<file path="config.mk">
export PLATFORM = sky130hd
export DESIGN_NAME = seg7_scan_driver
export DESIGN_NICKNAME = d
export VERILOG_FILES = /design/src/rtl/seg7_scan_driver.sv
export SDC_FILE = /design/constraint.sdc
export NUM_CORES = 1
export LEC_CHECK = 0
export CORE_ASPECT_RATIO = 1.1
export CORE_MARGIN = 2
export CORE_UTILIZATION = 28
export CTS_BUF_LIST = sky130_fd_sc_hd__clkbuf_8
export DETAILED_ROUTE_END_ITERATION = 12
export PLACE_DENSITY = 0.53
export SETUP_SLACK_MARGIN = 0.3
export SLEW_MARGIN = 30
export SYNTH_ARGS = -nofsm -noshare
export SYNTH_HDL_FRONTEND = slang
export SYNTH_SLANG_ARGS = --single-unit
</file>
<file path="constraint.sdc">
create_clock -name clk -period 4.3 [get_ports clk]
set_input_delay 0.645 -clock clk [delete_from_list [all_inputs] [get_ports clk]]
set_output_delay 0.645 -clock clk [all_outputs]
set_load 0.01 [all_outputs]
</file>
<file path="src/rtl/seg7_scan_driver.sv">
// seg7_scan_driver: time-multiplexed driver for a 4-digit common-anode
// 7-segment display. It scans the digits, applies PWM brightness and optional
// leading-zero suppression. All inputs are captured into shadow registers once
// per frame, so a value that changes mid-scan never produces a torn display.
module seg7_scan_driver #(
    parameter int PHASE_CYCLES = 6250
) (
    input  logic        clk,
    input  logic        reset_n,
    input  logic [15:0] value,
    input  logic [3:0]  dp,
    input  logic [3:0]  blank,
    input  logic        lz_sup,
    input  logic [3:0]  bright,
    input  logic        en,
    output logic [6:0]  seg,
    output logic        dp_n,
    output logic [3:0]  an,
    output logic        frame_tick
);

    localparam int              PS_W    = (PHASE_CYCLES > 2) ? $clog2(PHASE_CYCLES) : 1;
    localparam logic [PS_W-1:0] PS_LAST = PS_W'(PHASE_CYCLES - 1);

    // Scan counters
    logic [PS_W-1:0] prescale_reg, prescale_next;
    logic [3:0]      phase_reg, phase_next;
    logic [1:0]      idx_reg, idx_next;

    // Shadow copies of the inputs, reloaded only at the end of each frame
    logic [15:0] value_sh_reg, value_sh_next;
    logic [3:0]  dp_sh_reg, dp_sh_next;
    logic [3:0]  blank_sh_reg, blank_sh_next;
    logic        lz_sh_reg, lz_sh_next;
    logic [3:0]  bright_sh_reg, bright_sh_next;
    logic        en_sh_reg, en_sh_next;

    // Registered outputs
    logic [6:0] seg_reg, seg_next;
    logic       dp_n_reg, dp_n_next;
    logic [3:0] an_reg, an_next;
    logic       frame_tick_reg, frame_tick_next;

    logic       snap;
    logic [3:0] nib_zero;
    logic [3:0] sup_mask;
    logic [3:0] an_sel;
    logic [3:0] digit_next;
    logic       lit_next;
    logic       suppressed_next;

    // Active-low glyphs for the hex digits 0..F, segment order {g,f,e,d,c,b,a}
    function automatic logic [6:0] hex_glyph(input logic [3:0] nib);
        logic [6:0] g;
        case (nib)
            4'h0:    g = 7'b1000000;
            4'h1:    g = 7'b1111001;
            4'h2:    g = 7'b0100100;
            4'h3:    g = 7'b0110000;
            4'h4:    g = 7'b0011001;
            4'h5:    g = 7'b0010010;
            4'h6:    g = 7'b0000010;
            4'h7:    g = 7'b1111000;
            4'h8:    g = 7'b0000000;
            4'h9:    g = 7'b0011000;
            4'hA:    g = 7'b0001000;
            4'hB:    g = 7'b0000011;
            4'hC:    g = 7'b1000110;
            4'hD:    g = 7'b0100001;
            4'hE:    g = 7'b0000110;
            default: g = 7'b0001110;
        endcase
        return g;
    endfunction

    // Advance prescale -> phase -> idx; the last cycle of a frame triggers the snapshot
    always_comb begin
        prescale_next  = prescale_reg + PS_W'(1);
        phase_next     = phase_reg;
        idx_next       = idx_reg;
        snap           = 1'b0;
        value_sh_next  = value_sh_reg;
        dp_sh_next     = dp_sh_reg;
        blank_sh_next  = blank_sh_reg;
        lz_sh_next     = lz_sh_reg;
        bright_sh_next = bright_sh_reg;
        en_sh_next     = en_sh_reg;
        if (prescale_reg == PS_LAST) begin
            prescale_next = '0;
            phase_next    = phase_reg + 4'd1;
            if (phase_reg == 4'd15) begin
                idx_next = idx_reg + 2'd1;
                if (idx_reg == 2'd3) begin
                    snap = 1'b1;
                end
            end
        end
        if (snap) begin
            value_sh_next  = value;
            dp_sh_next     = dp;
            blank_sh_next  = blank;
            lz_sh_next     = lz_sup;
            bright_sh_next = bright;
            en_sh_next     = en;
        end
    end

    // Per-digit zero flags and anode decode, all from the post-edge state
    genvar gi;
    generate
        for (gi = 0; gi < 4; gi++) begin : g_digit
            assign nib_zero[gi] = (value_sh_next[gi*4 +: 4] == 4'h0);
            assign an_sel[gi]   = (idx_next != 2'(gi));
        end
    endgenerate

    // A digit is blank-suppressed only if it and every digit to its left are zero
    assign sup_mask[3] = nib_zero[3];
    assign sup_mask[2] = nib_zero[3] & nib_zero[2];
    assign sup_mask[1] = nib_zero[3] & nib_zero[2] & nib_zero[1];
    assign sup_mask[0] = 1'b0;

    // Compute the next output values from the post-edge counters and shadow
    always_comb begin
        digit_next      = value_sh_next[{idx_next, 2'b00} +: 4];
        lit_next        = en_sh_next && !blank_sh_next[idx_next] && (phase_next <= bright_sh_next);
        suppressed_next = lz_sh_next && sup_mask[idx_next];
        an_next         = 4'b1111;
        seg_next        = 7'b1111111;
        dp_n_next       = 1'b1;
        frame_tick_next = snap;
        if (lit_next) begin
            an_next   = an_sel;
            dp_n_next = ~dp_sh_next[idx_next];
            if (!suppressed_next) begin
                seg_next = hex_glyph(digit_next);
            end
        end
    end

    // State, shadow and output registers with asynchronous active-low reset
    always_ff @(posedge clk or negedge reset_n) begin
        if (!reset_n) begin
            prescale_reg   <= '0;
            phase_reg      <= 4'd0;
            idx_reg        <= 2'd0;
            value_sh_reg   <= 16'h0000;
            dp_sh_reg      <= 4'b0000;
            blank_sh_reg   <= 4'b0000;
            lz_sh_reg      <= 1'b0;
            bright_sh_reg  <= 4'd15;
            en_sh_reg      <= 1'b0;
            seg_reg        <= 7'b1111111;
            dp_n_reg       <= 1'b1;
            an_reg         <= 4'b1111;
            frame_tick_reg <= 1'b0;
        end else begin
            prescale_reg   <= prescale_next;
            phase_reg      <= phase_next;
            idx_reg        <= idx_next;
            value_sh_reg   <= value_sh_next;
            dp_sh_reg      <= dp_sh_next;
            blank_sh_reg   <= blank_sh_next;
            lz_sh_reg      <= lz_sh_next;
            bright_sh_reg  <= bright_sh_next;
            en_sh_reg      <= en_sh_next;
            seg_reg        <= seg_next;
            dp_n_reg       <= dp_n_next;
            an_reg         <= an_next;
            frame_tick_reg <= frame_tick_next;
        end
    end

    assign seg        = seg_reg;
    assign dp_n       = dp_n_reg;
    assign an         = an_reg;
    assign frame_tick = frame_tick_reg;

endmodule

</file>
==> results.md, run 1 <==
- Antenna violations before repair: 0
- Netlist cell types: 48
- Fin Setup TNS: 0 ns
- Clock latency on the worst-skew pair: ~0.33 ns
- Syn_nets: 320
- Fmax achieved: roughly 280 MHz
- Multi-input gate area: around 1400 um2
- Clock buffer depth: 2
- Total number of vias: about 2100
- YS warnings: 0
- # fillers: roughly 1100
- Final Skew: ~0.011 ns
- Crit path time final: ~3.6 ns
- Sequential area share after synthesis: ~51%
- Post-DP HPWL: between 4000 and 5000 um
- Slew at the pin with the worst max-slew slack: around 0.53 ns
- Chip Width: ~100 um
- Max-cap violations: 0
- Antenna-violating nets left: 0
- Crit path capture type: flip-flop
- Leak: around 1.9 nW
- Power Dens Cells: around 300 nW/um2
- Setup Crit Path Kind: reg2reg
- CP startpoint: prescale_reg[1]
- Io pins: 45
- Total CTS buffers: 9
- Vias/cell: approximately 4.4
- H-tree depth: 3
- Final setup fails: 0
- Crit path setup slack, layout: approximately 0.7 ns
- Yosys top cell by area: dfrtp_1
- Critical R2R Capture: seg[3]
- Final critical-path share of the clock period: between 80% and 90%
- Hold Crit Class: in2async
- Peak VDD IR: 0.130 mV
- Final WL: 6450 um
- Final-report hold violation count: 0
- Crit Path Max Fanout: 27
- Height of the die: around 110 um
- Root Driver: clkbuf_8
- CP Cell Sequence: inv_1 -> ha_1 -> nand4bb_1 -> or4_1 -> buf_4 -> mux2i_1 -> nor2_1 -> a21oi_1 -> o21ai_1 -> inv_1 -> ha_1 -> nor2b_1 -> a211oi_1 -> o31ai_1
- Area Overhead vs Synth: 25.7%
- Initial drt markers: 44
- Wire per inst: ~13 um
- Die ar.: 11800 um2
- Pre-antenna DRT Iters: 5
- Final core occ: between 30% and 40%
- Crit path capture: seg[3]
- Gr usage total: between 10% and 20%
- Synth area leaders: dfrtp_1, dfstp_2, mux2i_1
- R2R Path Start: prescale_reg[1]
- First-pass GRT wire length: approximately 11000 um
- Max FFs per register: 16
- Pins Over Slew Limit: 0
- Unrepaired setup endpoints after global routing: no
- CP startpoint kind: flip-flop
- # diodes: 0
- FF-to-FF path depth: 14
- Post-place setup slack: approximately 0.61 ns
- Core Rows: 40
- Number of global-route vias before repair: 2173
- Final GP Congestion: just over 0.7
- CTS clk-pin slew, worst paths: ~0.070 ns
- Status: completed
- TritonCTS clock tree: done
- FF+latch count, synth: 62
- Slowest-stage cell, CP: or4_1
- Post-synthesis cell count: 275
- Slowest stage delay, CP: between 0.6 and 0.7 ns
- Syn Area/Cell: roughly 11 um2
- Initial core utilization: roughly 28%
- Sink Count: just over 60
- DRC: 0
- Port bufs: 44
- Largest net degree at the start of global routing: 40
- FF+latch area: around 1600 um2
- WP data arrival: roughly 3.8 ns
- Mapped cell area: roughly 3100 um2
- Proportion of layout cells with a drive suffix above 1: approximately 14%
- CORE AREA: 10800 um2
- Gr ovfl total: 0
- CP required: ~4.5 ns
- Max_slew headroom: 64.8%
- Top cell type's share of synthesized area: a little under two fifths
- Nets: between 300 and 400
- Reg2reg setup slack: between 0.6 and 0.7 ns
-- final cells by class --
cell class                 instances  area share, %
clock buffer                      10           3.57
clock inverter                     5          0.551
inverter                          25           2.43
multi-input combinational        180           35.3
sequential                        62           40.7
tap                              147           4.77
timing repair buffer              51           12.7
-- placed cells by master (no fill, tap or decap), types with 5 or more instances in the layout --
cell	netlist	final
mux2i_1	27	27
a21oi_1	7	7
clkdlybuf4s50_1	0	43
ha_1	13	13
clkbuf_8	0	10
dfrtp_1	46	46
nand3_1	9	9
inv_1	24	27
buf_4	0	7
and3_1	5	5
dfstp_2	16	16
nor2_1	16	16
xnor2_1	10	10
nand2_1	33	33
-- kinds of logic (layout without fill, tap and decap cells) --
| family | after synthesis | count (layout) | share of synthesized area, % |
|---|---|---|---|
| DFF | 62 | 62 | 51.2 |
| xor gates and xnor gates | 15 | 15 | 4.52 |
| buffers and inverters | 33 | 91 | 4.44 |
| and+or+nand+nor | 86 | 86 | 14.1 |
| muxes | 36 | 36 | 13.3 |
| AOI/OAI and AO/OA | 30 | 30 | 7.09 |
| adders and majority gates | 13 | 13 | 5.30 |
-- metrics by stage --
| step | cell area, um2 | hold WS (ns) | total power, mW | instances |
|---|---|---|---|---|
| 5_1_grt | 3860 | 0.308 | 1.20 | 480 |
| 3_3_place_gp | 3680 | 0.444 | 0.730 | 463 |
| 2_1_floorplan | 3070 | 0.349 | 0.665 | 275 |
| 3_5_place_dp | 3680 | 0.453 | 0.731 | 463 |
| 6_report | 3860 | 0.287 | 1.14 | 480 |
| 4_1_cts | 3840 | 0.290 | 1.16 | 478 |
-- synth_stat cells (all sizes together) --
library cell / n
xnor2: 10
a21oi: 8
a41o: 1
ha: 13
o221ai: 3
a41oi: 1
o2111ai: 1
buf: 5
and2: 1
xor2: 5
o31ai: 2
or4: 2
nor2: 16
nor3: 4
clkbuf: 3
or2: 2
dfstp: 16
and3: 5
a311oi: 1
mux2: 6
nand3: 9
clkinv: 1
o311ai: 1
o21ai: 4
a211oi: 3
or3: 1
nand4: 4
a311o: 1
o21bai: 1
nand2: 33
nor2b: 3
dfrtp: 46
nand4bb: 3
o211ai: 2
mux2i: 30
inv: 24
a21o: 1
nand2b: 3
-- layer usage --
metal | global-route usage (%) | vias up | share of wire [%]
met5 | 0 | - | 0
met4 | 3.15 | 0 | 0.53
met3 | 4.23 | 2 | 4.0
met2 | 19.3 | 38 | 48
met1 | 14.6 | 1029 | 47
li1 | - | 1051 | -
-- repair_timing --
| action | CTS | global route |
|---|---|---|
| gates resized for setup | 0 | 0 |
| buffers inserted | 0 | 2 |
| hold buffers | 0 | 0 |
| endpoints found under the setup margin | 0 | 1 |
-- power by group --
| group | internal, mW | switching (mW) |
|---|---|---|
| clock | 0.213 | 0.207 |
| combinational | 0.0550 | 0.0528 |
| sequential | 0.606 | 0.00452 |
| total | 0.874 | 0.265 |
-- worst max-delay path: cells and delay by family, from the launching register on --
family | cells | cell delay, ns
AND/OR/NAND/NOR | 4 | 1.05
AO/OA/AOI/OAI | 4 | 0.77
buffers and inverters | 3 | 0.53
adder cells (fa/ha/maj) | 2 | 0.52
flip-flops | 1 | 0.40
multiplexers | 1 | 0.22
-- worst min-delay path by stage --
stage                     slack, ns               to            start
after floorplan                0.35  blank_sh_reg[0]          reset_n
after global placement         0.44  blank_sh_reg[1]  blank_sh_reg[1]
after detailed placement       0.45     dp_sh_reg[0]     dp_sh_reg[0]
after CTS                      0.29  value_sh_reg[5]          reset_n
after global routing           0.31  value_sh_reg[7]          reset_n
final                          0.29        en_sh_reg          reset_n
Power figures use the tool's default switching activity.
==> inputs of run 2 (changes only) <==
==> constraint.sdc (replaced) <==
create_clock -name clk -period 3.7 [get_ports clk]
set_input_delay 0.555 -clock clk [delete_from_list [all_inputs] [get_ports clk]]
set_output_delay 0.555 -clock clk [all_outputs]
set_load 0.01 [all_outputs]
==> run 2 against run 1 <==
Effect of this change:
- worst setup slack worse by 0.18 ns
- hold slack worse by 0.058 ns
- core utilization is 1.9 points higher
- routed wire length is 3.8% higher
==> results.md, run 2 (same netlist as run 1, synthesis figures left out) <==
- Status: completed
- Antenna violations before repair: 0 (unchanged)
- Fin Setup TNS: 0 ns (unchanged)
- Port bufs: 44 (unchanged)
- CP Cell Sequence: inv_1 -> ha_1 -> nand4bb_1 -> or2_2 -> nor2_2 -> mux2_2 -> ha_1 -> nor2b_1 -> o21ai_0 -> nand2b_1 -> a21oi_1 -> a41o_1 -> o2111ai_2 -> a21oi_2 -> buf_4 -> o221ai_1
- Max_slew headroom: 59.1% (-5.7 points)
- Nets: 384 (+2.7%)
- Initial drt markers: 102 (+130%)
- Pre-antenna DRT Iters: 4 (-1)
- Unrepaired setup endpoints after global routing: no
- Crit path time final: 3.19 ns (-0.415 ns)
- Peak VDD IR: 0.178 mV (+36%)
- Antenna-violating nets left: 0 (unchanged)
- Crit Path Max Fanout: 7 (-74%)
- Gr ovfl total: 0 (unchanged)
- Most frequent cells in the layout: dfrtp_1, clkdlybuf4s50_1, nand2_1
- Proportion of layout cells with a drive suffix above 1: 20.3% (+5.9 points)
- DRC: 0 (unchanged)
- Setup Crit Path Kind: reg2reg
- Final GP Congestion: 0.862 (+21%)
- First-pass GRT wire length: 11000 um (+2.3%)
- Height of the die: 114 um (unchanged)
- Vias/cell: 4.38 (-0.72%)
- Slowest-stage cell, CP: dfrtp_1
- WP data arrival: 3.44 ns (-0.39 ns)
- Leak: 1.95 nW (+4.5%)
- Sink Count: 62 (unchanged)
- TritonCTS clock tree: done
- Fmax achieved: 313 MHz (+13%)
- Final Skew: 0.00942 ns (-0.00157 ns)
- Io pins: 45 (unchanged)
- Area Overhead vs Synth: 32.3%
- CTS clk-pin slew, worst paths: 0.07 ns (about the same)
- Clock buffer depth: 2 (unchanged)
- Wire per inst: 13.6 um (+1.5%)
- Die ar.: 11800 um2 (unchanged)
- Number of global-route vias before repair: 2299 (+5.8%)
- # diodes: 0 (unchanged)
- Max FFs per register: 16 (unchanged)
- Most Frequent Cell on Critical Path: ha_1
- Max-cap violations: 0 (unchanged)
- Post-cts hold buffer count: 0 (unchanged)
- Slew at the pin with the worst max-slew slack: 0.614 ns (+0.0855 ns)
- Pwr Total: 1.49 mW (+31%)
- Root Driver: clkbuf_8
- Layout Cells excl Fill: 491 (+2.3%)
- Commonest non-fill, non-tap cell in the layout: dfrtp_1
- Chip Width: 104 um (unchanged)
- Total number of vias: 2153 (+1.6%)
- Total CTS buffers: 9 (unchanged)
- Initial core utilization: 28.4% (unchanged)
- Gr usage total: 12.1% (+0.43 points)
- Final setup fails: 0 (unchanged)
- Hold Crit Class: in2async
- Pins Over Slew Limit: 0 (unchanged)
- Post-DP HPWL: 4850 um (+2.7%)
- CORE AREA: 10800 um2 (unchanged)
- Slowest stage delay, CP: 0.40 ns (-0.25 ns)
- H-tree depth: 3 (unchanged)
- Final critical-path share of the clock period: 86.2% (+2.4 points)
- Core Rows: 40 (unchanged)
- Final-report hold violation count: 0 (unchanged)
- Final WL: 6690 um (+3.8%)
- Largest net degree at the start of global routing: 50 (+25%)
- CP startpoint kind: flip-flop
- Power Dens Cells: 367 nW/um2 (+24%)
- Clock latency on the worst-skew pair: 0.34 ns (about the same)
- CP required: 3.95 ns (-0.58 ns)
- Crit path capture type: flip-flop
- Placed instance count: 467 (+0.86%)
## run 2: cell count changes in the layout (fill, tap and decap cells not counted), moves of 2 or more
| cell | before | now |
|---|---|---|
| or4_1 | 2 | 0 |
| bufinv_16 | 0 | 2 |
| ha_1 | 13 | 11 |
| buf_4 | 7 | 16 |
| or4_4 | 0 | 2 |
| inv_1 | 27 | 25 |
## run 2: report_power, final
group	switching, mW	internal (mW)
combinational	0.0625	0.0712
clock	0.257	0.391
sequential	0.00580	0.704
total	0.325	1.17
## run 2: metrics by stage
step / util [%] / hold slack, ns / area [um2] / worst slack [ns]
6_report: 37.6 / 0.229 / 4060 / 0.510
5_1_grt: 37.6 / 0.256 / 4060 / 0.255
4_1_cts: 36.8 / 0.247 / 3980 / 0.307
3_5_place_dp: 34.4 / 0.454 / 3720 / 0.0722
3_3_place_gp: 34.4 / 0.445 / 3710 / 0.110
2_1_floorplan: - / 0.259 / 3070 / 0.311
## run 2: what timing repair did
| item | in CTS | in global routing |
|---|---|---|
| setup buffers | 3 | 5 |
| resized for setup | 3 | 10 |
| pin swaps | 0 | 2 |
| setup endpoints to repair | 3 | 8 |
| gates cloned | 0 | 0 |
## run 2: cell type report
class	count	area, um2
repair buffers	61	586
multi-input cells	180	1410
well taps	147	184
flip-flops and latches	62	1570
clock inverters	6	77.6
fillers	1097	6750
clock buffers	10	138
inverters	25	95.1
## run 2: final timing paths
kind                                 startpoint         endpoint  slack (ns)  cells after the start
worst max-delay path            prescale_reg[1]           seg[6]        0.51                     16
max in group asynchronous               reset_n           seg[1]        2.77                      2
worst max register to register  prescale_reg[1]           seg[6]        0.51                     16
min in group clk                   dp_sh_reg[1]     dp_sh_reg[1]        0.47                      2
worst min register to register     dp_sh_reg[1]     dp_sh_reg[1]        0.47                      2
worst min-delay path                    reset_n  prescale_reg[8]        0.23                      1
## run 2: worst max-delay path: cells and delay by family (launching register included)
family / cells / cell delay, ns
fa+ha+maj: 2 / 0.42
flops: 1 / 0.40
buf+inv: 2 / 0.22
simple gates: 5 / 0.80
mux: 1 / 0.36
compound gates: 6 / 0.89
## run 2: layer usage
metal | GRT usage, % | share of wire, %
met4 | 4.32 | 1.3
met5 | 0 | 0
met1 | 13.5 | 44
met3 | 4.06 | 3.6
met2 | 21.7 | 51
